`src/rtl/muldiv_pkg.sv`:
```
// Shared types and constants for the iterative multiply/divide unit.
//   md_op_t    : operation code presented on muldiv_unit.op
//   md_state_t : control state of the unit (IDLE / CALC / FIX)
//   DIV0_QUOT_BIT : bit replicated across the quotient on divide-by-zero
package muldiv_pkg;

  typedef enum logic [2:0] {
    MULT  = 3'd0,
    MULTU = 3'd1,
    DIV   = 3'd2,
    DIVU  = 3'd3,
    MTHI  = 3'd4,
    MTLO  = 3'd5
  } md_op_t;

  typedef enum logic [1:0] {
    IDLE = 2'd0,
    CALC = 2'd1,
    FIX  = 2'd2
  } md_state_t;

  // Divide-by-zero quotient is this bit replicated to the full width (all ones).
  localparam logic DIV0_QUOT_BIT = 1'b1;

  // True for the two signed arithmetic ops.
  function automatic logic md_is_signed(input md_op_t op);
    return (op == MULT) || (op == DIV);
  endfunction

endpackage

```
`src/rtl/muldiv_step.sv`:
```
// One iteration of the multiply/divide datapath on the {acc,q} register pair.
//   is_div  : 1 = restoring shift-subtract step, 0 = shift-add step
//   acc, q  : current high / low halves of the working register
//   m       : multiplicand (multiply) or divisor (divide)
//   acc_nxt, q_nxt : register pair after this iteration
// Multiply shifts right: after N steps {acc,q} is the 2N-bit product.
// Divide shifts left: after N steps q is the quotient and acc the remainder.
module muldiv_step #(
  parameter int unsigned N = 64
) (
  input  logic         is_div,
  input  logic [N-1:0] acc,
  input  logic [N-1:0] q,
  input  logic [N-1:0] m,
  output logic [N-1:0] acc_nxt,
  output logic [N-1:0] q_nxt
);

  logic [N:0] sum;
  logic [N:0] rem;
  logic [N:0] trial;

  always_comb begin
    sum     = {1'b0, acc} + (q[0] ? {1'b0, m} : '0);
    rem     = {acc, q[N-1]};
    trial   = rem - {1'b0, m};
    acc_nxt = acc;
    q_nxt   = q;
    if (is_div) begin
      // trial[N] is the borrow: set when the partial remainder is below the divisor.
      if (!trial[N]) begin
        acc_nxt = trial[N-1:0];
        q_nxt   = {q[N-2:0], 1'b1};
      end else begin
        acc_nxt = rem[N-1:0];
        q_nxt   = {q[N-2:0], 1'b0};
      end
    end else begin
      acc_nxt = sum[N:1];
      q_nxt   = {sum[0], q[N-1:1]};
    end
  end

endmodule

```
`src/rtl/muldiv_unit.sv`:
```
// Iterative N-bit multiply/divide unit with architectural HI/LO registers.
// Optional build macro: MULDIV_FAST_MUL_EN -- MULT/MULTU use a single N x N
// multiplier in FIX instead of N shift-add iterations; divides unchanged.
//   clk, reset    : clock, synchronous active-high reset
//   start, op     : operation valid in execute and its opcode
//   srca, srcb    : rs / rt operands after forwarding
//   flush         : cancel an in-flight operation
//   rd_req        : MFHI/MFLO in execute this cycle
//   hi, lo        : architectural HI/LO
//   busy          : unit in CALC or FIX
//   done          : one-cycle pulse after a mul/div result lands in HI/LO
//   stall_req     : combinational stall to the hazard unit
module muldiv_unit
  import muldiv_pkg::*;
#(
  parameter int unsigned N = 64
) (
  input  logic         clk,
  input  logic         reset,
  input  logic         start,
  input  md_op_t       op,
  input  logic [N-1:0] srca,
  input  logic [N-1:0] srcb,
  input  logic         flush,
  input  logic         rd_req,
  output logic [N-1:0] hi,
  output logic [N-1:0] lo,
  output logic         busy,
  output logic         done,
  output logic         stall_req
);

  localparam int unsigned CNTW = $clog2(N) + 1;

  md_state_t       state_q, state_d;
  logic [CNTW-1:0] cnt_q, cnt_d;
  logic [N-1:0]    acc_q, acc_d;
  logic [N-1:0]    qr_q, qr_d;
  logic [N-1:0]    m_q, m_d;
  logic [N-1:0]    srca_sv_q, srca_sv_d;
  logic [N-1:0]    hi_q, hi_d;
  logic [N-1:0]    lo_q, lo_d;
  logic            is_div_q, is_div_d;
  logic            neg_lo_q, neg_lo_d;
  logic            neg_hi_q, neg_hi_d;
  logic            div0_q, div0_d;
  logic            done_q, done_d;
  logic            busy_q, busy_d;

  logic [N-1:0]    acc_nxt, qr_nxt;
  logic            a_neg, b_neg;
  logic [N-1:0]    a_mag, b_mag;
  logic [2*N-1:0]  prod_raw, prod_fix;
  logic [N-1:0]    quot_fix, rem_fix;

  muldiv_step #(.N(N)) u_step (
    .is_div  (is_div_q),
    .acc     (acc_q),
    .q       (qr_q),
    .m       (m_q),
    .acc_nxt (acc_nxt),
    .q_nxt   (qr_nxt)
  );

  // Operand magnitudes and result sign correction.
  always_comb begin
    a_neg = md_is_signed(op) & srca[N-1];
    b_neg = md_is_signed(op) & srcb[N-1];
    a_mag = a_neg ? (~srca + 1'b1) : srca;
    b_mag = b_neg ? (~srcb + 1'b1) : srcb;
`ifdef MULDIV_FAST_MUL_EN
    prod_raw = {{N{1'b0}}, m_q} * {{N{1'b0}}, qr_q};
`else
    prod_raw = {acc_q, qr_q};
`endif
    prod_fix = neg_lo_q ? (~prod_raw + 1'b1) : prod_raw;
    quot_fix = neg_lo_q ? (~qr_q + 1'b1) : qr_q;
    rem_fix  = neg_hi_q ? (~acc_q + 1'b1) : acc_q;
  end

  // Next-state and datapath control.
  always_comb begin
    state_d   = state_q;
    cnt_d     = cnt_q;
    acc_d     = acc_q;
    qr_d      = qr_q;
    m_d       = m_q;
    srca_sv_d = srca_sv_q;
    hi_d      = hi_q;
    lo_d      = lo_q;
    is_div_d  = is_div_q;
    neg_lo_d  = neg_lo_q;
    neg_hi_d  = neg_hi_q;
    div0_d    = div0_q;
    done_d    = 1'b0;

    unique case (state_q)
      IDLE: begin
        // A flush in the same cycle drops the request.
        if (start && !flush) begin
          unique case (op)
            MULT, MULTU: begin
              acc_d    = '0;
              m_d      = a_mag;
              qr_d     = b_mag;
              cnt_d    = '0;
              is_div_d = 1'b0;
              neg_lo_d = a_neg ^ b_neg;
              neg_hi_d = 1'b0;
              div0_d   = 1'b0;
`ifdef MULDIV_FAST_MUL_EN
              state_d  = FIX;
`else
              state_d  = CALC;
`endif
            end
            DIV, DIVU: begin
              acc_d     = '0;
              qr_d      = a_mag;
              m_d       = b_mag;
              cnt_d     = '0;
              is_div_d  = 1'b1;
              neg_lo_d  = a_neg ^ b_neg;
              neg_hi_d  = a_neg;
              div0_d    = (srcb == '0);
              srca_sv_d = srca;
              state_d   = CALC;
            end
            MTHI: hi_d = srca;
            MTLO: lo_d = srca;
            default: ;
          endcase
        end
      end
      CALC: begin
        if (flush) begin
          state_d = IDLE;
        end else begin
          acc_d = acc_nxt;
          qr_d  = qr_nxt;
          cnt_d = cnt_q + 1'b1;
          if (cnt_d == CNTW'(N)) state_d = FIX;
        end
      end
      FIX: begin
        state_d = IDLE;
        if (!flush) begin
          done_d = 1'b1;
          if (!is_div_q) begin
            {hi_d, lo_d} = prod_fix;
          end else if (div0_q) begin
            lo_d = {N{DIV0_QUOT_BIT}};
            hi_d = srca_sv_q;
          end else begin
            lo_d = quot_fix;
            hi_d = rem_fix;
          end
        end
      end
      default: state_d = IDLE;
    endcase

    busy_d = (state_d != IDLE);
  end

  // State and datapath registers.
  always_ff @(posedge clk) begin
    if (reset) begin
      state_q   <= IDLE;
      cnt_q     <= '0;
      acc_q     <= '0;
      qr_q      <= '0;
      m_q       <= '0;
      srca_sv_q <= '0;
      hi_q      <= '0;
      lo_q      <= '0;
      is_div_q  <= 1'b0;
      neg_lo_q  <= 1'b0;
      neg_hi_q  <= 1'b0;
      div0_q    <= 1'b0;
      done_q    <= 1'b0;
      busy_q    <= 1'b0;
    end else begin
      state_q   <= state_d;
      cnt_q     <= cnt_d;
      acc_q     <= acc_d;
      qr_q      <= qr_d;
      m_q       <= m_d;
      srca_sv_q <= srca_sv_d;
      hi_q      <= hi_d;
      lo_q      <= lo_d;
      is_div_q  <= is_div_d;
      neg_lo_q  <= neg_lo_d;
      neg_hi_q  <= neg_hi_d;
      div0_q    <= div0_d;
      done_q    <= done_d;
      busy_q    <= busy_d;
    end
  end

  assign hi        = hi_q;
  assign lo        = lo_q;
  assign busy      = busy_q;
  assign done      = done_q;
  assign stall_req = busy_q & (start | rd_req);

endmodule

```
`config.mk`:
```
export PLATFORM = sky130hd
export DESIGN_NAME = muldiv_unit
export DESIGN_NICKNAME = d
export VERILOG_FILES = /design/src/rtl/muldiv_pkg.sv /design/src/rtl/muldiv_step.sv /design/src/rtl/muldiv_unit.sv
export SDC_FILE = /design/constraint.sdc
export NUM_CORES = 2
export LEC_CHECK = 0
export CAP_MARGIN = 30
export CORE_MARGIN = 2
export CORE_UTILIZATION = 31
export CTS_BUF_LIST = sky130_fd_sc_hd__clkbuf_4 sky130_fd_sc_hd__clkbuf_8 sky130_fd_sc_hd__clkbuf_16
export DETAILED_ROUTE_END_ITERATION = 8
export GPL_ROUTABILITY_DRIVEN = 0
export GPL_TIMING_DRIVEN = 1
export PLACE_DENSITY = 0.51
export REMOVE_ABC_BUFFERS = 1
export SETUP_SLACK_MARGIN = 0.2
export SYNTH_ARGS = -nofsm -noshare
export SYNTH_HDL_FRONTEND = slang
export SYNTH_SLANG_ARGS = --single-unit
```
`constraint.sdc`:
```
create_clock -name clk -period 6 [get_ports clk]
set_clock_uncertainty 0.2 [all_clocks]
set_input_delay 0.6 -clock clk [delete_from_list [all_inputs] [get_ports clk]]
set_output_delay 0.6 -clock clk [all_outputs]
set_load 0.05 [all_outputs]
```
==> out/metrics.cfg <==
[run_status]
outcome=complete, no violations

[clock_tree]
clk_latency_ps=630
cts_tree=yes
cts_made_buffers=49
cts.sinks=399
postCtsSetupBuffers=0
post_cts_resize_count=0
cts-htree-levels=2
clkSlewWorstSetupHoldPaths_ps=60
clock_path_buffers=3
cts_root_buffer=clkbuf_16
hold_buffers=0

[global_routing]
top_usage_layer=met2
grt_start_max_net_pins=82
grt.met2_usage=0.4030
grt_util_met3=0.04158
antenna_found_initial=7
grt_pass1_vias=34260
grt_pass1_wl_um=232400
grt_use_met1=0.3851
grt-ovfl-total=0
track_usage=0.2718

[timing]
rsz0062_at_grt=no
slew_headroom=0.2920
slew_violations=0
post-route-min-period_ps=5470
fmax_ghz=0.1828
fin_crit_sh=0.9116
setup_viol=0
hold_violations=0
worst_slew_pin_slew_ps=1054

[final_layout]
finalNetCount=5098
synthToLayoutAreaGrowth_pct=16.10
utilization=0.3626
final_cell_area_sq_um=39470
layout-drive-gt1-share=0.05734

[drt]
drc=0
drt-total-wl_um=159800
drt_pass1_iterations=6
via_per_inst=5.943
vias=37340
detail-route-antenna-nets=0
wl_per_cell_um=25.44
drt_iter0_drc=4109

[pwr]
p_seq_frac=0.369
leakage_nw=14.58
p_int_mw=5.183
p_comb_frac=0.202
netSwitchingPower_mw=2.438
peakVddDrop_uv=180.0
power.share.clock=0.429
powerDensity_nw_per_um2=193.1
swShare=0.3199

[logic_synthesis]
synthSimpleGateAreaFrac=0.2253
synth_compound_area_frac=0.2773
synthTopCellsByArea=dfxtp_1 23%, nand2_1 7.8%, a21oi_1 6.9%
syn_area_sq_um=33990
synth_top_cell_by_area=dfxtp_1
synth_top_family_by_area=compound AO/OA/AOI/OAI gates
synth_common_cells=704 x nand2_1, 468 x a21oi_1, 423 x nor2_1
synth_mux_area_frac=0.04163
synthCells=4837
seq_area_frac_synth=0.2350
synth_top_area_share=0.2350
ys_ff_latch=399
ys_types=82
synth_edf_count=0
synthFlopType=dfxtp_1
synth.most_common_cell=nand2_1
syn_avg_cell_area_sq_um=7.027
yosys.area_share.xor_xnor=0.1090
synth_adder_area_share=0.05013
synthArstFlopShare=0
ys_warn_count=0

[worst_setup_path]
slowest_stage=a2111oi_0
reg2reg_depth=16
arrival_ps=5770
worstPathRequired_ps=6300
r2r_start=qr_q[0]
regToRegSetupSlack_ps=530
crit_family=compound AO/OA/AOI/OAI gates
reg2reg_to=acc_q[58]
endpoint_kind=flip-flop
startpoint=qr_q[0]
cp-start-kind=flip-flop
path_cells=inv_2 > buf_4 > nor2_1 > ha_1 > a21oi_1 > o21ai_0 > o21ai_0 > a21oi_1 > a2111oi_0 > o31ai_1 > buf_4 > a21boi_0 > o311ai_0 > a21boi_0 > o221ai_1 > o31ai_1
cp_num_cells=16
cp-endpoint=acc_q[58]
crit_fanout=34
critPathMaxStageDelay_ps=850
crit_type=flip-flop to flip-flop
path_buf_inv=3

[floorplan]
die_h_um=335.1
core.rowCount=121
die_w_um=335.1
die_area_sq_um=112300
io_pins=267
core_sq_um=108900
start_util=0.3123

[placed_design]
post-dp-hpwl_um=120700
port_buffers=266
dpl_cell_area_sq_um=37730

[worst_hold_path]
worstHoldStart=reset
hold_class=input pin to flip-flop

[run]
maxCapViolations=0

## metal layers
metal,vias up,part of all wire
met2,1857,0.42
li1,17320,-
met5,-,0.00017
met4,4,0.051
met3,348,0.085
met1,17810,0.44
## sequential cells by signal, indices dropped and copies added, names as in the netlist
name       count
busy           1
state_q        2
hi            64
lo            64
neg_hi_q       1
acc_q         64
m_q           64
srca_sv_q     64
neg_lo_q       1
done           1
cnt_q          7
is_div_q       1
div0_q         1
qr_q          64
## area by class of cell
class / instances / area, sq um
timing repair buffer: 369 / 3495
clock buffer: 73 / 1523
sequential: 399 / 8000
multi-input combinational: 3886 / 24010
clock inverter: 17 / 200.2
antenna: 3 / 7.507
fill: 11540 / 69390
inverter: 122 / 457.9
tap: 1414 / 1769
## worst min path at each step
stage                     slack, ps            end  cells after the start
after detailed placement        240         hi[18]                      2
after global routing            130         lo[11]                      2
after global placement          230         hi[18]                      2
after floorplan                 230  srca_sv_q[11]                      2
final                           120         lo[13]                      2
after CTS                       140         lo[11]                      2
## per-stage QoR
step | total power [mW] | instances | setup slack (ps) | TNS (ps) | hold slack (ps)
detailed placement | 4.367 | 6190 | 817.5 | 0 | 243.9
CTS | 7.616 | 6280 | 797.4 | 0 | 143.7
global route | 7.848 | 6283 | 407.0 | 0 | 132.3
floorplan | 3.737 | 4407 | -2187 | -291520 | 225.2
global placement | 4.372 | 6189 | 926.2 | 0 | 231.5
finish | 7.621 | 6283 | 530.3 | 0 | 123.2
## cells by family after synthesis
| kind of cell | count (synthesis) |
|---|---|
| and+or+nand+nor | 1686 |
| AOI/OAI and AO/OA | 1502 |
| buffers and inverters | 552 |
| xor gates and xnor gates | 423 |
| DFF | 399 |
| muxes | 140 |
| adders and majority gates | 135 |
## power groups by stage
stage          Combinational (mW)  Sequential (mW)  Clock [mW]
3_3_place_gp                 1.51             2.86           0
4_1_cts                      1.51             2.81        3.30
2_1_floorplan               0.851             2.89           0
3_5_place_dp                 1.50             2.87           0
6_report                     1.54             2.81        3.27
5_1_grt                      1.64             2.82        3.39
## worst reg2reg max path, stage by stage, from the launching register on
cell and delay (ps):
dfxtp_1 410, inv_2 510, buf_4 470, nor2_1 110
ha_1 400, a21oi_1 240, o21ai_0 200, o21ai_0 240
a21oi_1 70, a2111oi_0 850, o31ai_1 330, buf_4 260
a21boi_0 400, o311ai_0 200, a21boi_0 180, o221ai_1 200
o31ai_1 80
## cell usage in the layout, fill, tap and decap left out, types with 56 or more instances in the layout
master,count
nand2_1,700
a21oi_1,468
nor2_1,420
dfxtp_1,395
o21ai_0,366
clkdlybuf4s50_1,265
xnor2_1,249
xor2_1,174
ha_1,133
mux2i_1,129
nor3_1,119
inv_1,118
buf_4,98
nand3_1,93
o211ai_1,84
a21o_1,84
o221ai_1,82
o31ai_1,61
nand4_1,57
a211oi_1,56
Power figures use the tool's default switching activity.
